### src/rtl/secuenciador_dispensado.sv
// Timed actuator sequencer: latches the drink configuration on start and steps
// grinder, pump, sugar doser, milk valve and frother through fixed-length phases.
module secuenciador_dispensado #(
  parameter int unsigned T_MOLIDO = 4,
  parameter int unsigned T_AGUA   = 8,
  parameter int unsigned T_AZUCAR = 2,
  parameter int unsigned T_LECHE  = 6,
  parameter int unsigned T_ESPUMA = 5
) (
  input  logic       clock,
  input  logic       reset,
  input  logic       inicio,
  input  logic [1:0] tamano,
  input  logic       concentracion,
  input  logic [3:0] nivel_azucar,
  input  logic       leche,
  input  logic       espuma,
  input  logic       abortar,
  output logic       molino,
  output logic       bomba_agua,
  output logic       dosif_azucar,
  output logic       valvula_leche,
  output logic       espumador,
  output logic       ocupado,
  output logic       listo,
  output logic       abortado
);

  typedef enum logic [2:0] {IDLE, MOLIDO, AGUA, AZUCAR, LECHE, ESPUMA, FIN, ABORT} state_t;

  state_t      state_q, state_d;
  logic [7:0]  cnt_q, cnt_d;
  logic [1:0]  tam_q, tam_d;
  logic        conc_q, conc_d;
  logic [3:0]  azu_q, azu_d;
  logic        leche_q, leche_d;
  logic        esp_q, esp_d;
  logic        molino_q, molino_d, bomba_q, bomba_d, azucar_q, azucar_d;
  logic        valvula_q, valvula_d, espuma_q, espuma_d;
  logic        ocupado_q, ocupado_d, listo_q, listo_d, abortado_q, abortado_d;

  logic [1:0]  cfg_tam;
  logic        cfg_conc, cfg_leche, cfg_esp;
  logic [3:0]  cfg_azu;
  logic [7:0]  dur_m, dur_a, dur_z, dur_l, dur_e;
  logic [4:0]  activo;

  // First enabled phase strictly after 'desde'; disabled or zero-length phases fall through.
  function automatic state_t siguiente(input state_t desde, input logic [4:0] act);
    state_t r;
    logic   hallado;
    r = FIN;
    hallado = 1'b0;
    for (int unsigned i = 0; i < 5; i++) begin
      if (!hallado && act[i] && (i + 1) > 32'(desde)) begin
        r = state_t'(3'(i + 1));
        hallado = 1'b1;
      end
    end
    return r;
  endfunction

  // In IDLE the durations come straight from the inputs so the first phase can load on the start edge.
  always_comb begin
    if (state_q == IDLE) begin
      cfg_tam   = tamano;
      cfg_conc  = concentracion;
      cfg_azu   = nivel_azucar;
      cfg_leche = leche;
      cfg_esp   = espuma;
    end else begin
      cfg_tam   = tam_q;
      cfg_conc  = conc_q;
      cfg_azu   = azu_q;
      cfg_leche = leche_q;
      cfg_esp   = esp_q;
    end
    dur_m  = 8'(T_MOLIDO * (32'(cfg_conc) + 32'd1));
    dur_a  = 8'(T_AGUA * ((cfg_tam == 2'd3) ? 32'd3 : (32'(cfg_tam) + 32'd1)));
    dur_z  = 8'(T_AZUCAR * 32'(cfg_azu));
    dur_l  = cfg_leche ? 8'(T_LECHE) : '0;
    dur_e  = cfg_esp ? 8'(T_ESPUMA) : '0;
    activo = {dur_e != '0, dur_l != '0, dur_z != '0, dur_a != '0, dur_m != '0};
  end

  always_comb begin
    state_d = state_q;
    cnt_d   = cnt_q;
    tam_d   = tam_q;
    conc_d  = conc_q;
    azu_d   = azu_q;
    leche_d = leche_q;
    esp_d   = esp_q;
    case (state_q)
      IDLE: begin
        if (inicio) begin
          tam_d   = tamano;
          conc_d  = concentracion;
          azu_d   = nivel_azucar;
          leche_d = leche;
          esp_d   = espuma;
          state_d = siguiente(IDLE, activo);
        end
      end
      MOLIDO, AGUA, AZUCAR, LECHE, ESPUMA: begin
        if (abortar)            state_d = ABORT;
        else if (cnt_q == '0)   state_d = siguiente(state_q, activo);
        else                    cnt_d   = cnt_q - 8'd1;
      end
      default: state_d = IDLE;
    endcase
    if (state_d != state_q) begin
      case (state_d)
        MOLIDO:  cnt_d = dur_m - 8'd1;
        AGUA:    cnt_d = dur_a - 8'd1;
        AZUCAR:  cnt_d = dur_z - 8'd1;
        LECHE:   cnt_d = dur_l - 8'd1;
        ESPUMA:  cnt_d = dur_e - 8'd1;
        default: cnt_d = '0;
      endcase
    end
    molino_d   = (state_d == MOLIDO);
    bomba_d    = (state_d == AGUA);
    azucar_d   = (state_d == AZUCAR);
    valvula_d  = (state_d == LECHE);
    espuma_d   = (state_d == ESPUMA);
    ocupado_d  = (state_d != IDLE) && (state_d != ABORT);
    listo_d    = (state_d == FIN);
    abortado_d = (state_d == ABORT);
  end

  always_ff @(posedge clock) begin
    if (reset) begin
      state_q    <= IDLE;
      cnt_q      <= '0;
      tam_q      <= '0;
      conc_q     <= 1'b0;
      azu_q      <= '0;
      leche_q    <= 1'b0;
      esp_q      <= 1'b0;
      molino_q   <= 1'b0;
      bomba_q    <= 1'b0;
      azucar_q   <= 1'b0;
      valvula_q  <= 1'b0;
      espuma_q   <= 1'b0;
      ocupado_q  <= 1'b0;
      listo_q    <= 1'b0;
      abortado_q <= 1'b0;
    end else begin
      state_q    <= state_d;
      cnt_q      <= cnt_d;
      tam_q      <= tam_d;
      conc_q     <= conc_d;
      azu_q      <= azu_d;
      leche_q    <= leche_d;
      esp_q      <= esp_d;
      molino_q   <= molino_d;
      bomba_q    <= bomba_d;
      azucar_q   <= azucar_d;
      valvula_q  <= valvula_d;
      espuma_q   <= espuma_d;
      ocupado_q  <= ocupado_d;
      listo_q    <= listo_d;
      abortado_q <= abortado_d;
    end
  end

  assign molino        = molino_q;
  assign bomba_agua    = bomba_q;
  assign dosif_azucar  = azucar_q;
  assign valvula_leche = valvula_q;
  assign espumador     = espuma_q;
  assign ocupado       = ocupado_q;
  assign listo         = listo_q;
  assign abortado      = abortado_q;

endmodule

### config.mk
export PLATFORM = sky130hd
export DESIGN_NAME = secuenciador_dispensado
export DESIGN_NICKNAME = d
export VERILOG_FILES = /design/src/rtl/secuenciador_dispensado.sv
export SDC_FILE = /design/constraint.sdc
export NUM_CORES = 1
export LEC_CHECK = 0
export CAP_MARGIN = 20
export CORE_ASPECT_RATIO = 0.7
export CORE_MARGIN = 2
export CORE_UTILIZATION = 59
export CTS_BUF_LIST = sky130_fd_sc_hd__clkbuf_16
export DETAILED_ROUTE_END_ITERATION = 6
export GPL_ROUTABILITY_DRIVEN = 1
export PLACE_DENSITY = 0.84
export RECOVER_POWER = 100
export SKIP_CTS_REPAIR_TIMING = 1
export SYNTH_ARGS = -nofsm -noshare
export SYNTH_HDL_FRONTEND = slang
export SYNTH_SLANG_ARGS = --single-unit
### constraint.sdc
create_clock -name clock -period 7.2 [get_ports clock]
set_input_delay 1.44 -clock clock [delete_from_list [all_inputs] [get_ports clock]]
set_output_delay 1.44 -clock clock [all_outputs]
set_load 0.005 [all_outputs]
Word level (Yosys, flattened, before mapping). Cells that the tools add are included.

Register bits after elaboration: 28. Latch bits: 0. Memory bits (writable): 0. Bits in read-only memories: 0. Memories kept: 0.

Add/subtract/negate cells: 8. Multipliers: 0. Divide/modulo/power cells: 0. $lt $le $gt $ge: 5. Equal/unequal tests: 17. Shifts and indexed selects: 0. Muxes and demuxes: 55. Bitwise logic cells: 0. Reduce and logical (&&, ||, !) cells: 34.

Operator list (number): $mux 3 (16); $pmux 8 s5 (1); $mux 8 (4); $reduce_bool 8->1 (4); $mux 1 (31); $eq 3x3->1 const B (6); $logic_and 1x1->1 (14); $eq 3x2->1 const B (4); $logic_not 1->1 (8); $logic_not 8->1 (1); $sub 3x1->4 const B (2); $sub 8x1->8 const B (1); $sub 6x1->7 const B (1); $eq 3x1->1 const B (2); $gt 2x3->1 const A (2); $gt 3x3->1 const A (2); $pmux 3 s2 (1); $reduce_bool 6->1 (1); $sub 5x1->6 const B (1); $reduce_or 5->1 (1); $sub 4x1->5 const B (1); $mux 4 (1); $ne 2x1->1 const B (2); $add 2x1->3 const B (1); 11 further kinds (11).

Depth between registers and ports, before layout.
Word-level depth: 40. Gate-level depth with buffers: 13.

Worst setup path before layout. Ideal clock, no wire load.

Kind: input -> register. From: input nivel_azucar[0]. To: register cnt_q[4]. Setup time: 0.120 ns. Data arrival time: 3.199 ns. Data required time: 7.080 ns. Setup slack: 3.881 ns. Stages on the path: 9. Path through: mux2i_1 ha_1 nor3b_1 nor4_1 nand3b_2 a31oi_4 mux2_4 a22oi_1 o2bb2ai_1.

Longest elaborated chain between the ends: 25.

RTL lines: from (decl) (RTL line 15) `input logic [3:0] nivel_azucar,`; $mux 4 * (RTL line 65) `if (state_q == IDLE) begin`; $reduce_bool 6->1 (RTL line 83) `activo = {dur_e != '0, dur_l != '0, dur_z != '0, dur_a != '0, dur_m != '0};`; $logic_and 1x1->1 (2 in a row) (RTL line 55) `if (!hallado && act[i] && (i + 1) > 32'(desde)) begin`; $mux 1 (RTL line 55); $mux 1 (RTL line 107) `else if (cnt_q == '0) state_d = siguiente(state_q, activo);`; $mux 1 (RTL line 106) `if (abortar) state_d = ABORT;`; $mux 1 (RTL line 94) `case (state_q)`; $logic_not 1->1 (RTL line 55); [7 not listed]; $logic_and 1x1->1 (2 in a row) (RTL line 55); $mux 3 (RTL line 55); $mux 3 (RTL line 107); $mux 3 (RTL line 106); $pmux 3 s2 (RTL line 94); $eq 3x3->1 (tied with other cells) (RTL line 113) `case (state_d)`; $pmux 8 s5 (tied with other cells) (RTL line 113); $mux 8 or $reduce_and 3->1 (tied branches); to (signal assigned) (RTL line 151) `cnt_q <= cnt_d;`; to (decl) (RTL line 32) `logic [7:0] cnt_q, cnt_d;`.

Mark *: on every way between the ends. The rest lies on a longest branch, timed or not. The select of a mux whose other input is x is not followed. A chain may end at the register's enable or synchronous reset.

Worst setup path after layout. Same ends and word-level chain as after synthesis.

==> out/results.txt <==
Die X: 67.6 um
DR vias: 1,530
hold_sp: azu_q[1]
Power Internal: 560 uW
GP Congestion: 0.948
vias in the first global route: 1,406
pwr/cell area: 543 nW/um^2
worst vdd ir: 413 uV
FF+latch count, synth: 28
Setup crit end kind: register
P_sw: 476 uW
Setup TNS: 0 ns
Synth async-reset ratio: 0%
port buffer count: 20
final hold violation count: 0
largest family of logic cells by synthesized area: simple AND/OR/NAND/NOR gates
status: complete, no violations
crit start category: primary input
# nets final: 219
initial antenna violation count: 0
Ys Warns: 0
Hold Crit Endpoint: azu_q[1]
IO Pins: 21
Setup Viol. Count Final: 0
largest net degree at the start of global routing: 25
Worst Reg-to-Reg Cells: 10
die area: 3280 sq um
syn nets: 205
TritonCTS buffer count: 3
slowest stage delay, CP: 0.97 ns
remaining antenna violation count: 0
count of cell types in the netlist: 50
R2R setup slack: 2.77 ns
routed length per placed instance: 16.3 um
CP arrival: 4.92 ns
Core Area: 2740 sq um
Worst Path Max Fanout: 16
Clock Tree Buf Depth: 2
Hold Path Cell Cnt: 2
number of vias per cell: 6.43
clock-pin slew on the worst setup and hold paths: 0.07 ns
Initial DRT Pass Iterations: 5
CTS sink count: 28
MaxCap Viol Count: 0
crit path launch: nivel_azucar[0]
simple-gate area share of the yosys netlist: 28.3%
area fraction in compound gates after synthesis: 17.9%
CTS tree: yes
max frequency: 209 MHz
Multi-input gate area: 975 sq um
DR DRC count: 0
DR iter-0 viols: 122
Clock power frac: 15.7%
total global-route track usage: 26.4%
Ant. Diodes: 0
Comb pwr share: 59.7%
sequential area share after synthesis: 33.6%
post-synthesis xor/xnor area fraction: 5.25%
Worst-Margin Slew: 1.31 ns
total congestion overflow: 0
Worst EP required: 7.34 ns
Layout area overhead: 14.3%
Fill cells: 213
layout cells sized above 1: 8.42%
Clock Tree Root: clkbuf_16
Post-Syn Area: 1670 sq um
RSZ-0062 raised after global routing: false
critical path class: in2reg
Cells after Synth: 189
Post-synth EDFFs: 0
P_leak: 0.000744 uW
mux cell area share after synthesis: 6.30%
Synth area leaders: dfxtp_1 (34%), mux2i_1 (5.4%), nand2_1 (5.4%), a21oi_1 (4.8%), nor2_1 (3.1%)
predominant post-synthesis flop cell: dfxtp_1
Yosys top cell by area: dfxtp_1
global-route wire length before repair: 6510 um
critical path, cell by cell: dlygate4sd3_1, mux2i_1, ha_1, nor3b_1, nor4_1, nand3b_2, a31oi_1, a21oi_1, o211ai_1, o2bb2ai_1
Cell Rows: 16
period utilization: 66.4%
final core utilization: 69.6%
HPWL after DPL: 2850 um
syn avg cell area: 8.83 sq um
Initial Util: 60.9%
Synth top area share: 33.6%
synthesized-area fraction occupied by adder cells: 2.25%
Flop pwr share: 24.6%
hold slack final: 0.470 ns
Die Y: 48.5 um
sw frac: 46.0%
Period minus WS final: 4.78 ns
Worst path slowest cell: a31oi_1
RR Endpoint: cnt_q[4]
headroom to the max-slew limit: 12.4%
Routed Wire Length: 3890 um
Storage cell area: 561 sq um
Worst Skew: 0.00470 ns
H-tree Lvls: 1
Slew Viols, Final: 0
Worst-Skew Late Latency: 0.26 ns
R2R Path Start: state_q[2]
Hold Crit Class: reg2reg
-- flip-flops by register name, indices dropped and copies added (netlist names) --
name and count:
listo 1, leche_q 1, bomba_agua 1, espumador 1, ocupado 1, abortado 1, azu_q 4, cnt_q 8
valvula_leche 1, state_q 3, molino 1, esp_q 1, tam_q 2, dosif_azucar 1, conc_q 1
-- cells by family after synthesis --
kind of cell / Yosys count
and+or+nand+nor: 81
adders and majority gates: 3
DFF: 28
buffers and inverters: 17
xor gates and xnor gates: 10
AOI/OAI and AO/OA: 40
muxes: 10
-- worst max-delay path: cells and delay by family --
family	cells	cell delay, ns
buffers and inverters	1	0.58
and+or+nand+nor	3	0.66
adders and majority gates	1	0.22
muxes	1	0.20
AOI/OAI and AO/OA	4	1.81
-- per-layer routing --
layer	wire length [um]	GRT usage, %	up-vias
li1	-	-	707
met1	1720	36.9	739
met2	1800	40.7	70
met3	287	6.28	14
met4	83	6.80	0
met5	0	0	-
-- power groups by stage --
stage | registers [uW] | clock network [uW] | logic [uW]
6_report | 255 | 163 | 618
5_1_grt | 261 | 170 | 672
4_1_cts | 253 | 164 | 633
3_5_place_dp | 256 | 0 | 625
3_3_place_gp | 253 | 0 | 601
2_1_floorplan | 232 | 0 | 545
-- layout make-up --
type | instances | area share [%]
multi-input combinational | 144 | 51.1
sequential | 28 | 29.4
timing repair buffer | 20 | 10.5
clock buffer | 3 | 3.93
tap | 36 | 2.36
clock inverter | 1 | 1.57
inverter | 6 | 1.18
-- cell usage in the layout, fill, tap and decap left out, types with 3 or more instances in the layout --
| cell type | netlist | layout |
|---|---|---|
| dlygate4sd3_1 | 0 | 10 |
| ha_1 | 3 | 3 |
| clkbuf_16 | 0 | 3 |
| a21oi_1 | 16 | 17 |
| nor3b_1 | 6 | 6 |
| a31oi_1 | 2 | 3 |
| xor2_1 | 6 | 6 |
| and3_1 | 4 | 4 |
| nand3_1 | 3 | 3 |
| nor2_1 | 14 | 14 |
| mux2i_1 | 9 | 9 |
| nor3_1 | 6 | 6 |
| nor4_1 | 8 | 8 |
| inv_1 | 5 | 5 |
| xnor2_1 | 4 | 4 |
| dfxtp_1 | 28 | 28 |
| o2bb2ai_1 | 3 | 3 |
| clkdlybuf4s50_1 | 0 | 10 |
| nand2_1 | 24 | 24 |
-- cells in the mapped netlist, types with 5 or more instances --
cell type	n
a21oi_1	16
buf_4	5
dfxtp_1	28
inv_1	5
mux2i_1	9
nand2_1	24
nor2_1	14
nor3_1	6
nor3b_1	6
nor4_1	8
xor2_1	6
-- stage by stage --
| step | instance area (sq um) | cells | power, uW | worst slack (ns) |
|---|---|---|---|---|
| final | 1910 | 238 | 1040 | 2.42 |
| after global routing | 1910 | 238 | 1100 | 2.10 |
| after CTS | 1940 | 238 | 1050 | 3.19 |
| after detailed placement | 1830 | 234 | 881 | 3.00 |
| after global placement | 1830 | 234 | 854 | 3.17 |
| after floorplan | 1670 | 189 | 777 | 3.88 |
-- worst max path at each step --
stage | to | slack, ns
detailed placement | cnt_q[4] | 3.00
global placement | cnt_q[4] | 3.17
global route | cnt_q[2] | 2.10
floorplan | cnt_q[4] | 3.88
finish | cnt_q[4] | 2.42
CTS | cnt_q[4] | 3.19
Power figures use the tool's default switching activity.
